<file path="config.mk">
export PLATFORM = sky130hd
export DESIGN_NAME = hexport_arbiter
export DESIGN_NICKNAME = d
export VERILOG_FILES = /design/src/rtl/hexport_pkg.sv /design/src/rtl/rr_pick.sv /design/src/rtl/hexport_arbiter.sv
export SDC_FILE = /design/constraint.sdc
export NUM_CORES = 1
export LEC_CHECK = 0
export CAP_MARGIN = 10
export CORE_MARGIN = 3
export CORE_UTILIZATION = 44
export CTS_CLUSTER_DIAMETER = 150
export DETAILED_ROUTE_END_ITERATION = 16
export GPL_TIMING_DRIVEN = 0
export PLACE_DENSITY_LB_ADDON = 0.3
export SETUP_SLACK_MARGIN = 0.5
export SYNTH_ARGS = -nofsm -noshare
export SYNTH_HDL_FRONTEND = slang
export SYNTH_SLANG_ARGS = --single-unit
</file>
<file path="constraint.sdc">
create_clock -name clk -period 3.49 [get_ports clk]
set_clock_uncertainty 0.2 [all_clocks]
set_input_delay 0.698 -clock clk [delete_from_list [all_inputs] [get_ports clk]]
set_output_delay 0.698 -clock clk [all_outputs]
set_load 0.01 [all_outputs]
</file>
<file path="src/rtl/hexport_pkg.sv">
// Shared types and sizing helpers for the HEX display port arbiter.
package hexport_pkg;

  typedef enum logic {
    IDLE   = 1'b0,
    LOCKED = 1'b1
  } state_t;

  localparam int unsigned NREQ_MAX = 8;

  function automatic int unsigned ptr_width(input int unsigned n);
    return (n > 1) ? $clog2(n) : 1;
  endfunction

  localparam int unsigned PTR_W_MAX = ptr_width(NREQ_MAX);

endpackage

</file>
<file path="src/rtl/rr_pick.sv">
// Round-robin picker: first set request at or above start, wrapping modulo NREQ.
module rr_pick import hexport_pkg::*; #(
  parameter int unsigned NREQ = 2,
  parameter int unsigned PW   = ptr_width(NREQ)
) (
  input  logic [NREQ-1:0] req,
  input  logic [PW-1:0]   start,
  output logic [NREQ-1:0] grant,
  output logic [PW-1:0]   idx
);

  always_comb begin
    logic          found;
    logic [PW-1:0] j;
    grant = '0;
    idx   = '0;
    found = 1'b0;
    j     = '0;
    for (int unsigned k = 0; k < NREQ; k++) begin
      j = PW'((32'(start) + k) % NREQ);
      if (!found && req[j]) begin
        found    = 1'b1;
        grant[j] = 1'b1;
        idx      = j;
      end
    end
  end

endmodule

</file>
<file path="src/rtl/hexport_arbiter.sv">
// Round-robin arbiter with optional lock and watchdog sharing the HEX display
// register between several byte-enabled write requesters.
module hexport_arbiter import hexport_pkg::*; #(
  parameter int unsigned  NREQ         = 2,
  parameter int unsigned  W            = 32,
  parameter int unsigned  LOCK_TIMEOUT = 1024,
  parameter logic [W-1:0] RESET_VAL    = '1,
  parameter int unsigned  PW           = ptr_width(NREQ)
) (
  input  logic                  clk,
  input  logic                  reset_n,
  input  logic [NREQ-1:0]       req_valid,
  input  logic [NREQ-1:0]       req_lock,
  input  logic [NREQ*(W/8)-1:0] req_be,
  input  logic [NREQ*W-1:0]     req_data,
  output logic [NREQ-1:0]       req_ready,
  output logic [W-1:0]          hex_out,
  output logic [PW-1:0]         owner,
  output logic                  lock_active,
  output logic                  timeout_pulse
);

  localparam int unsigned NB = W / 8;
  localparam int unsigned CW = $clog2(LOCK_TIMEOUT);

  state_t          state_q, state_d;
  logic [PW-1:0]   rr_q, rr_d;
  logic [PW-1:0]   owner_q, owner_d;
  logic [CW-1:0]   cnt_q, cnt_d;
  logic [W-1:0]    hex_q, hex_d;
  logic            pulse_q, pulse_d;

  logic [NREQ-1:0] pick_grant;
  logic [PW-1:0]   pick_idx;
  logic [NREQ-1:0] lock_ready;
  logic [PW-1:0]   sel_idx;
  logic [W-1:0]    sel_data;
  logic [NB-1:0]   sel_be;
  logic            sel_lock;
  logic            commit;

  function automatic logic [PW-1:0] next_ptr(input logic [PW-1:0] p);
    return (32'(p) == NREQ - 1) ? '0 : p + 1'b1;
  endfunction

  rr_pick #(.NREQ(NREQ)) u_pick (
    .req   (req_valid),
    .start (rr_q),
    .grant (pick_grant),
    .idx   (pick_idx)
  );

  always_comb begin
    lock_ready          = '0;
    lock_ready[owner_q] = req_valid[owner_q];
    req_ready           = '0;
    if (reset_n)
      req_ready = (state_q == LOCKED) ? lock_ready : pick_grant;
    commit  = |req_ready;
    sel_idx = (state_q == LOCKED) ? owner_q : pick_idx;
    sel_data = '0;
    sel_be   = '0;
    sel_lock = 1'b0;
    for (int unsigned i = 0; i < NREQ; i++) begin
      if (PW'(i) == sel_idx) begin
        sel_data = req_data[i*W +: W];
        sel_be   = req_be[i*NB +: NB];
        sel_lock = req_lock[i];
      end
    end
  end

  always_comb begin
    state_d = state_q;
    rr_d    = rr_q;
    owner_d = owner_q;
    cnt_d   = cnt_q;
    hex_d   = hex_q;
    pulse_d = 1'b0;

    if (commit) begin
      for (int unsigned k = 0; k < NB; k++)
        if (sel_be[k]) hex_d[8*k +: 8] = sel_data[8*k +: 8];
    end

    unique case (state_q)
      IDLE: begin
        if (commit) begin
          rr_d = next_ptr(sel_idx);
          if (sel_lock) begin
            state_d = LOCKED;
            owner_d = sel_idx;
            cnt_d   = '0;
          end
        end
      end
      LOCKED: begin
        // Owner commit beats both voluntary release and watchdog expiry.
        if (commit) begin
          cnt_d = '0;
          if (!sel_lock) begin
            state_d = IDLE;
            owner_d = '0;
          end
        end else if (!req_lock[owner_q]) begin
          state_d = IDLE;
          owner_d = '0;
          cnt_d   = '0;
        end else if (cnt_q == CW'(LOCK_TIMEOUT - 1)) begin
          state_d = IDLE;
          pulse_d = 1'b1;
          rr_d    = next_ptr(owner_q);
          owner_d = '0;
          cnt_d   = '0;
        end else begin
          cnt_d = cnt_q + 1'b1;
        end
      end
      default: state_d = IDLE;
    endcase
  end

  always_ff @(posedge clk) begin
    if (!reset_n) begin
      state_q <= IDLE;
      rr_q    <= '0;
      owner_q <= '0;
      cnt_q   <= '0;
      hex_q   <= RESET_VAL;
      pulse_q <= 1'b0;
    end else begin
      state_q <= state_d;
      rr_q    <= rr_d;
      owner_q <= owner_d;
      cnt_q   <= cnt_d;
      hex_q   <= hex_d;
      pulse_q <= pulse_d;
    end
  end

  assign hex_out       = hex_q;
  assign owner         = owner_q;
  assign lock_active   = (state_q == LOCKED);
  assign timeout_pulse = pulse_q;

endmodule

</file>
==> results of run 1 <==
critical path, delay by kind of cell:
kind	cells	cell delay, ns
compound gates	1	0.17
buf+inv	4	0.75
simple gates	2	0.32
power by group:
part / switching [uW] / internal (uW) / total, uW
Sequential: 16.0 / 550 / 566
Combinational: 147 / 177 / 324
Clock: 177 / 214 / 391
Total: 340 / 942 / 1280
cell type report:
class | instances | area share, %
Buffer | 21 | 3.05
Clock buffer | 7 | 2.02
Clock inverter | 1 | 0.795
Inverter | 2 | 0.265
Multi-Input combinational cell | 209 | 37.0
Sequential cell | 46 | 24.4
Tap cell | 70 | 2.32
Timing Repair Buffer | 114 | 30.2
cells by family after synthesis:
group / Yosys count
AND/OR/NAND/NOR: 74
AO/OA/AOI/OAI: 119
multiplexers: 12
buffers and inverters: 23
flip-flops: 46
adder cells (fa/ha/maj): 1
XOR/XNOR: 3
through the flow:
step           std cells  total power, uW  cell area (sq um)  hold WS (ns)
2_1_floorplan        278              715               2430         0.270
3_3_place_gp         461              891               3650         0.278
3_5_place_dp         461              897               3650         0.290
4_1_cts              470             1280               3780         0.310
5_1_grt              470             1340               3780         0.330
6_report             470             1280               3780         0.311
routing by layer:
metal	global-route usage (%)	vias up	part of all wire [%]	routed length (um)
li1	-	1303	-	-
met5	0	-	0	0
met4	5.57	0	1.2	94
met3	7.62	8	8.4	639
met2	39.9	103	47	3580
met1	30.7	1233	43	3260
registers in the layout (all words and copies together) (netlist names):
signal         flops
lock_active        1
rr_q               1
timeout_pulse      1
cnt_q             10
hex_out           32
owner              1
cell usage after synthesis (2+ instances only):
| master | number | area, sq um |
|---|---|---|
| o21ai_1 | 13 | 65.1 |
| mux2_2 | 5 | 56.3 |
| dfxtp_1 | 46 | 921 |
| nand4_1 | 2 | 12.5 |
| nor2b_1 | 2 | 12.5 |
| xor2_1 | 2 | 17.5 |
| mux2i_1 | 7 | 70.1 |
| nand2b_1 | 2 | 12.5 |
| nand3_1 | 5 | 25.0 |
| buf_6 | 3 | 33.8 |
| a22o_2 | 2 | 20.0 |
| o21ai_0 | 22 | 110 |
| clkbuf_1 | 17 | 63.8 |
| a21oi_1 | 34 | 170 |
| and2_1 | 32 | 200 |
| a211o_1 | 4 | 35.0 |
| nor2_1 | 5 | 18.8 |
| and3_1 | 4 | 25.0 |
| inv_1 | 2 | 7.51 |
| nor3_1 | 4 | 20.0 |
| nand2_1 | 10 | 37.5 |
| a2111oi_0 | 32 | 280 |
| nor3b_1 | 3 | 22.5 |
how the worst max path moves through the flow:
| stage | from | to | slack, ns | cells past startpoint |
|---|---|---|---|---|
| global route | req_valid[1] | req_ready[0] | 0.58 | 7 |
| floorplan | req_valid[0] | req_ready[0] | 1.02 | 5 |
| finish | req_valid[0] | req_ready[0] | 0.65 | 7 |
| detailed placement | req_valid[0] | req_ready[0] | -0.35 | 7 |
| global placement | req_valid[0] | req_ready[0] | -0.33 | 7 |
| CTS | req_valid[0] | req_ready[0] | 0.65 | 7 |
what timing repair did:
action / in CTS / in global routing
setup endpoints to repair: 2 / 0
gates resized for setup: 12 / 0
setup buffers: 1 / 0
==> impl_metrics.yaml, run 1 <==
sta:
  timing.slew.headroom_pct: 41.3
  tightest_slew_ns: 0.856
  final-setup-viol-count: 0
  fmax_mhz: 352
  finalCritPeriodShare_pct: 81.5
  min_period_ns: 2.84
  final_hold_viol_count: 0
  setup_tns_ns: 0
  slew_violations: 0
  setup_slack_ns: 0.647
  rsz0062_at_grt: "false"
drt:
  firstDrtPassIters: 5
  wl_per_cell_um: 16.1
  routed_wl_um: 7570
  drt_iter0_drc: 129
  drc: 0
  routed-via-count: 2647
  postRouteAntennaNets: 0
  drt-vias-per-instance: 5.63
clock_tree:
  clk_path_buf_depth: 2
  insertion_delay_ns: 0.30
  cts_htree_levels: 2
  clk_pin_slew_worst_paths_ns: 0.08
  cts_buffers: 5
  postCtsHoldBufs: 0
  clkSinkCount: 46
  cts_root_buf: "clkbuf_8"
  tritoncts: "built"
layout:
  antenna_cells: 0
  layout_common_cells: "110 x clkdlybuf4s50_1, 46 x dfxtp_1, 34 x a21oi_1"
  fin_util_pct: 72.1
  layout.area.seq_sq_um: 921
  fill_cells: 425
  layout_commonest_cell: "clkdlybuf4s50_1"
  multi_input_area_sq_um: 1400
  drive_above_1_share_pct: 7.00
  nNetsFinal: 478
  area_growth_pct: 55.4
die:
  ios: 115
  die_area_sq_um: 6450
  rows: 26
  initial_utilization_pct: 46.4
  core_sq_um: 5240
  die_w_um: 80.3
  die_h_um: 80.3
worst_setup_path:
  crit_type: "input port to output port"
  max_stage_delay_ns: 0.28
  end_kind: "output port"
  cp.arrival_ns: 1.95
  startpoint_type: "input port"
  cp_slowest_cell: "dlygate4sd2_1"
  r2r_cells: 7
  cp.required_ns: 2.59
  crit_path_max_fanout: 10
  regToRegSetupSlack_ns: 1.00
  crit_chain: "clkdlybuf4s15_2 -> nor2b_4 -> o21ai_4 -> inv_4 -> clkbuf_8 -> and3_1 -> dlygate4sd2_1"
  rr_startpoint: "lock_active"
  r2r-end: "hex_out[5]"
worst_hold_path:
  holdPathStages: 2
  hold_end: "hex_out[6]"
  min-delay-start: "hex_out[6]"
  min-delay-path-class: "flop to flop"
synthesis:
  seq_area_frac_synth_pct: 37.9
  synth_edf_count: 0
  yosys.area_share.simple_pct: 18.3
  synth_fa_ha_area_share_pct: 0.515
  synthXorXnorAreaFrac_pct: 1.08
  synthesis.nets: 357
  synth_warnings: 0
  ys_types: 43
  async_flop_share_pct: 0
  ys.flop_type: "dfxtp_1"
  synthCells: 278
  synth_top_family_by_area: "compound AO/OA/AOI/OAI gates"
  synth.avg_cell_area_sq_um: 8.74
  muxShareOfSynthArea_pct: 5.20
  ys_ff_latch: 46
  syn-cell-area_sq_um: 2430
  synth_compound_area_share_pct: 32.4
place:
  gp_congestion: 0.852
  port_buffers: 113
  dp_hpwl_um: 5650
  dp_worst_setup_slack_ns: -0.351
power_and_ir_drop:
  p_leak_uw: 0.00139
  vdd_ir_drop_max_v: 0.000192
  power_density_nw_per_um2: 339
global_route:
  grt_max_degree: 14
  grt_pass1_wl_um: 12300
  antenna_found_initial: 0
  grt_overflow: 0
  track_usage_pct: 24.2
  grt_pass1_vias: 2563
flow_run:
  cap_violations: 0
outcome:
  outcome: "completed"
No activity file was read; power rests on OpenSTA's default activity.
==> run 2, diff against run 1 <==
CORE_UTILIZATION = 37   (was 44)
clock period = 2.6 ns   (was 3.49 ns; I/O delays follow)
==> run 2 against run 1 <==
  * First-iteration DRC count decreased by 6.2%
  * Flip-flop and latch count unchanged
  * Utilization decreased by 6.3 points
  * Critical path type is now flop to flop
  * Largest power group unchanged
  * Highest routed layer unchanged
==> impl_metrics.yaml, run 2 (synthesis gave the netlist of run 1 again) <==
place:
  port_buffers: 113
  gp_congestion: 0.850
  dp_hpwl_um: 5920
  place_area_sq_um: 3660
sta:
  final_hold_viol_count: 0
  min_period_ns: 2.21
  timing.slew.headroom_pct: 56.7
  tightest_slew_ns: 0.649
  final-setup-viol-count: 0
  finalCritPeriodShare_pct: 85.1
  slew_violations: 0
  rsz0062_at_grt: "true"
  setup_tns_ns: 0
  fmax_mhz: 452
  whs_ns: 0.308
clock_tree:
  cts_root_buf: "clkbuf_8"
  clk_path_buf_depth: 2
  cts_htree_levels: 2
  insertion_delay_ns: 0.30
  clk_pin_slew_worst_paths_ns: 0.09
  cts_buffers: 5
  clkSinkCount: 46
  postCtsHoldBufs: 0
  tritoncts: "built"
worst_setup_path:
  r2r_cells: 7
  cp.arrival_ns: 2.23
  cp.required_ns: 2.62
  regToRegSetupSlack_ns: 0.39
  end_kind: "flop"
  rr_startpoint: "lock_active"
  r2r-end: "hex_out[13]"
  startpoint_type: "flop"
  crit_type: "flop to flop"
  crit_path_max_fanout: 10
layout:
  drive_above_1_share_pct: 16.4
  fin_area_sq_um: 4040
  layout_commonest_cell: "clkdlybuf4s50_1"
  fin_util_pct: 65.9
  antenna_cells: 0
  area_growth_pct: 66.1
  largest_reg_flops: 32
  nNetsFinal: 482
  layout_common_cells: "108 x clkdlybuf4s50_1, 42 x dfxtp_1, 34 x a21oi_1"
drt:
  drt_iter0_drc: 121
  drc: 0
  routed-via-count: 2764
  firstDrtPassIters: 4
  wl_per_cell_um: 17.6
  routed_wl_um: 8410
  drt-vias-per-instance: 5.79
  postRouteAntennaNets: 0
power_and_ir_drop:
  power_uw: 1720
  power_density_nw_per_um2: 426
  vdd_ir_drop_max_v: 0.000251
  p_leak_uw: 0.00146
global_route:
  grt_pass1_vias: 2713
  track_usage_pct: 20.9
  use_met2_pct: 35.3
  grt_overflow: 0
  grt_max_degree: 13
  busiest_layer: "met2"
  met1_usage_pct: 24.9
  globalRouteMet3Util_pct: 7.19
  grt_pass1_wl_um: 12500
  antenna_found_initial: 0
worst_hold_path:
  min-delay-path-class: "flop to flop"
  holdPathStages: 2
  min-delay-start: "hex_out[7]"
  hold_end: "hex_out[7]"
die:
  ios: 115
  initial_utilization_pct: 39.7
  die_w_um: 87.1
  rows: 28
  die_h_um: 87.1
  die_area_sq_um: 7580
  core_sq_um: 6130
outcome:
  outcome: "completed"
flow_run:
  cap_violations: 0
run 2: cell types whose count changed in the layout (fill, tap and decap cells not counted), sizes merged:
cell           previous run  this run
buf                       5        14
bufinv                    1         0
clkbuf                   24        21
clkdlybuf4s15             2         1
clkdlybuf4s50           110       108
dlygate4sd2               1         0
dlymetal6s2s              0         1
run 2: per-stage QoR:
step | instances | setup WS [ns]
final | 477 | 0.387
after CTS | 476 | 0.367
after floorplan | 278 | 0.513
after detailed placement | 466 | -0.841
after global placement | 466 | -0.805
after global routing | 477 | 0.326
run 2: report_power, final:
group / switching, uW / internal, uW
sequential: 22.5 / 739
clock: 239 / 206
combinational: 238 / 275
run 2: how the worst max path moves through the flow:
stage / from / to
detailed placement: req_valid[0] / req_ready[0]
floorplan: req_valid[0] / req_ready[0]
global route: lock_active / hex_out[31]
global placement: req_valid[0] / req_ready[0]
CTS: req_valid[0] / req_ready[0]
finish: lock_active / hex_out[13]
run 2: timing repair:
action                                  4_1_cts  5_1_grt
endpoints found under the setup margin       45       39
setup buffers                                 4        1
gates resized for setup                      39       60
pin swaps                                     2        1
endpoints found under the hold margin         0        0
run 2: worst max-delay path: stages, from the launching register on:
cell,delay [ns]
dfxtp_4,0.37
nand2b_4,0.15
o21ai_4,0.21
buf_4,0.22
buf_8,0.18
mux2i_4,0.44
a2111oi_0,0.13
o21ai_0,0.22
run 2: layout make-up:
class                           instances  area, sq um
Inverter                                2         10.0
Tap cell                               75         93.8
Multi-Input combinational cell        209         1630
Clock buffer                            6         82.6
Sequential cell                        46          928
Buffer                                 21          126
Timing Repair Buffer                  118         1160
Fill cell                             526         2090
run 2: per-layer routing:
layer / up-vias / share of wire, %
li1: 1315 / -
met1: 1315 / 40
met2: 123 / 49
met3: 11 / 9.2
met4: 0 / 1.5
met5: - / 0
==> run 3, diff against run 2 <==
ABC_AREA = 1   (was not set)
CORE_ASPECT_RATIO = 0.7   (was not set)
CORE_UTILIZATION = 36   (was 37)
==> run 3 against run 2 <==
  * Via count fell by 3.8%
  * Combinational power grew 26%
  * Utilization down 7.8 points
  * Power grew 15%
  * Die area is 10% higher
  * Critical path type is now flop to output port
  * Critical endpoint is now req_ready[1]
  * Largest cell class unchanged
  * Largest power group unchanged
  * Highest routed layer unchanged
==> impl_metrics.yaml, run 3 <==
layout:
  fill_cells: 626
  nNetsFinal: 540
  layout_commonest_cell: "clkdlybuf4s50_1"
  fin_area_sq_um: 4020
  antenna_cells: 0
  drive_above_1_share_pct: 17.1
  layout_common_cells: "109 x clkdlybuf4s50_1, 78 x nand2_1, 45 x dfxtp_1"
  largest_reg_flops: 32
  area_growth_pct: 53.0
sta:
  fmax_mhz: 497
  final-setup-viol-count: 0
  whs_ns: 0.272
  final_hold_viol_count: 0
  finalCritPeriodShare_pct: 77.4
  tightest_slew_ns: 0.550
  slew_violations: 0
  rsz0062_at_grt: "true"
  min_period_ns: 2.01
  timing.slew.headroom_pct: 63.3
  setup_slack_ns: 0.589
synthesis:
  synth.avg_cell_area_sq_um: 7.77
  synthesis.nets: 417
  syn-cell-area_sq_um: 2630
  ys_ff_latch: 46
  seq_area_frac_synth_pct: 35.1
  synth_most_common_cell: "nand2_1"
  async_flop_share_pct: 0
  ys.flop_type: "dfxtp_1"
  synth_edf_count: 0
  yosys-top-cells-area: "dfxtp_1 35%, nand2_1 11%, o211ai_1 6.9%"
  synth_top_area_cell: "dfxtp_1"
  synth_common_cells: "79 x nand2_1, 46 x dfxtp_1, 24 x o211ai_1, 24 x o21ai_0, 21 x or2_0"
  synthCells: 338
  ys_types: 33
  synth_top_area_share_pct: 35.1
  synth_warnings: 0
clock_tree:
  clk_pin_slew_worst_paths_ns: 0.08
  clk_path_buf_depth: 2
  tritoncts: "built"
  postCtsHoldBufs: 0
  cts_root_buf: "clkbuf_8"
  insertion_delay_ns: 0.29
  cts_buffers: 5
  cts_htree_levels: 2
  clkSinkCount: 46
drt:
  routed-via-count: 2659
  drt_iter0_drc: 139
  routed_wl_um: 7880
  drc: 0
  wl_per_cell_um: 14.2
  firstDrtPassIters: 4
  postRouteAntennaNets: 0
  drt-vias-per-instance: 4.79
worst_setup_path:
  r2r-end: "hex_out[6]"
  regToRegSetupSlack_ns: 0.64
  cp.required_ns: 1.88
  crit_type: "flop to output port"
  end_kind: "output port"
  max_stage_delay_ns: 0.32
  critPathLaunch: "lock_active"
  cp.arrival_ns: 1.29
  r2r_cells: 12
  cp_slowest_cell: "dfxtp_1"
  crit_path_max_fanout: 4
  rr_startpoint: "lock_active"
  startpoint_type: "flop"
  cp-endpoint: "req_ready[1]"
  crit_chain: "buf_6 -> nor2_2 -> nand2_2 -> nand3_4 -> inv_1 -> clkdlybuf4s15_2"
die:
  die_w_um: 108
  ios: 115
  die_area_sq_um: 8370
  die_h_um: 77.4
  rows: 25
  initial_utilization_pct: 38.0
  core_sq_um: 6910
place:
  place_area_sq_um: 3870
  dp_hpwl_um: 6350
  port_buffers: 113
  gp_congestion: 0.836
  dp_worst_setup_slack_ns: -0.0675
power_and_ir_drop:
  power_frac_comb_pct: 32.5
  power_density_nw_per_um2: 493
  switching_power_uw: 580
  p_int_uw: 1400
  power_frac_clock_pct: 27.4
  p_leak_uw: 0.00168
  p_sw_share_pct: 29.3
  seq_power_share_pct: 40.1
  power_uw: 1980
  vdd_ir_drop_max_v: 0.000325
global_route:
  grt_max_degree: 14
  grt_pass1_vias: 2598
  grt_pass1_wl_um: 12600
  antenna_found_initial: 0
  track_usage_pct: 18.8
  grt_overflow: 0
outcome:
  outcome: "completed"
flow_run:
  cap_violations: 0
worst_hold_path:
  min-delay-path-class: "flop to flop"
-- run 3: cell types whose count changed after synthesis, sizes merged, moves of 7 or more --
cell	delta
mux2i	-7
clkbuf	-13
and2	-32
a2111oi	-32
or2	+33
a21oi	-20
buf	+9
nor2	+10
inv	+20
o211ai	+32
nand3	+13
nand2	+87
-- run 3: stage by stage --
stage,std cells,TNS [ns],utilization [%]
after global routing,555,0,58.1
after CTS,555,0,58.0
after detailed placement,545,-0.128,56.0
final,555,0,58.1
after global placement,545,-0.113,56.0
after floorplan,338,0,-
-- run 3: kinds of logic (layout without fill, tap and decap cells) --
family,after synthesis,after routing,share of synthesized area (%)
adder cells (fa/ha/maj),1,1,0.477
XOR/XNOR,1,1,0.334
AND/OR/NAND/NOR,170,170,34.5
buffers and inverters,40,163,9.06
AO/OA/AOI/OAI,80,80,20.5
flip-flops,46,46,35.1
-- run 3: layout make-up --
class	count	area (sq um)	share of cell area (%)
Buffer	17	146	3.64
Clock buffer	6	82.6	2.06
Clock inverter	1	30.0	0.748
Inverter	23	91.3	2.27
Multi-Input combinational cell	252	1480	36.8
Sequential cell	46	922	23.0
Tap cell	94	118	2.93
Timing Repair Buffer	116	1150	28.6
-- run 3: layer usage --
layer | wire [um] | track usage [%] | vias up
met2 | 3670 | 30.3 | 72
li1 | - | - | 1379
met1 | 3580 | 25.0 | 1197
met3 | 491 | 4.90 | 11
met4 | 128 | 4.92 | 0
met5 | 0 | 0 | -
-- run 3: worst min path at each step --
stage	start	end	slack, ns	depth (start not counted)
final	hex_out[30]	hex_out[30]	0.27	2
after global routing	hex_out[30]	hex_out[30]	0.30	2
after CTS	hex_out[30]	hex_out[30]	0.27	2
after detailed placement	hex_out[30]	hex_out[30]	0.25	2
after global placement	hex_out[30]	hex_out[30]	0.25	2
after floorplan	cnt_q[4]	cnt_q[4]	0.27	2
-- run 3: critical path, delay by kind of cell (launching register included) --
family,cells,cell delay (ns)
buf+inv,3,0.38
flops,1,0.32
simple gates,3,0.28
-- run 3: power groups by stage --
stage	sequential, uW	clock [uW]	combinational [uW]
global route	800	575	710
finish	793	542	644
CTS	793	555	650
floorplan	829	0	319
global placement	805	0	628
detailed placement	808	0	645
-- run 3: what timing repair did --
item,in CTS,in global routing
setup endpoints to repair,9,11
gates resized for setup,9,7
buffers inserted,3,0
pin swaps,2,1
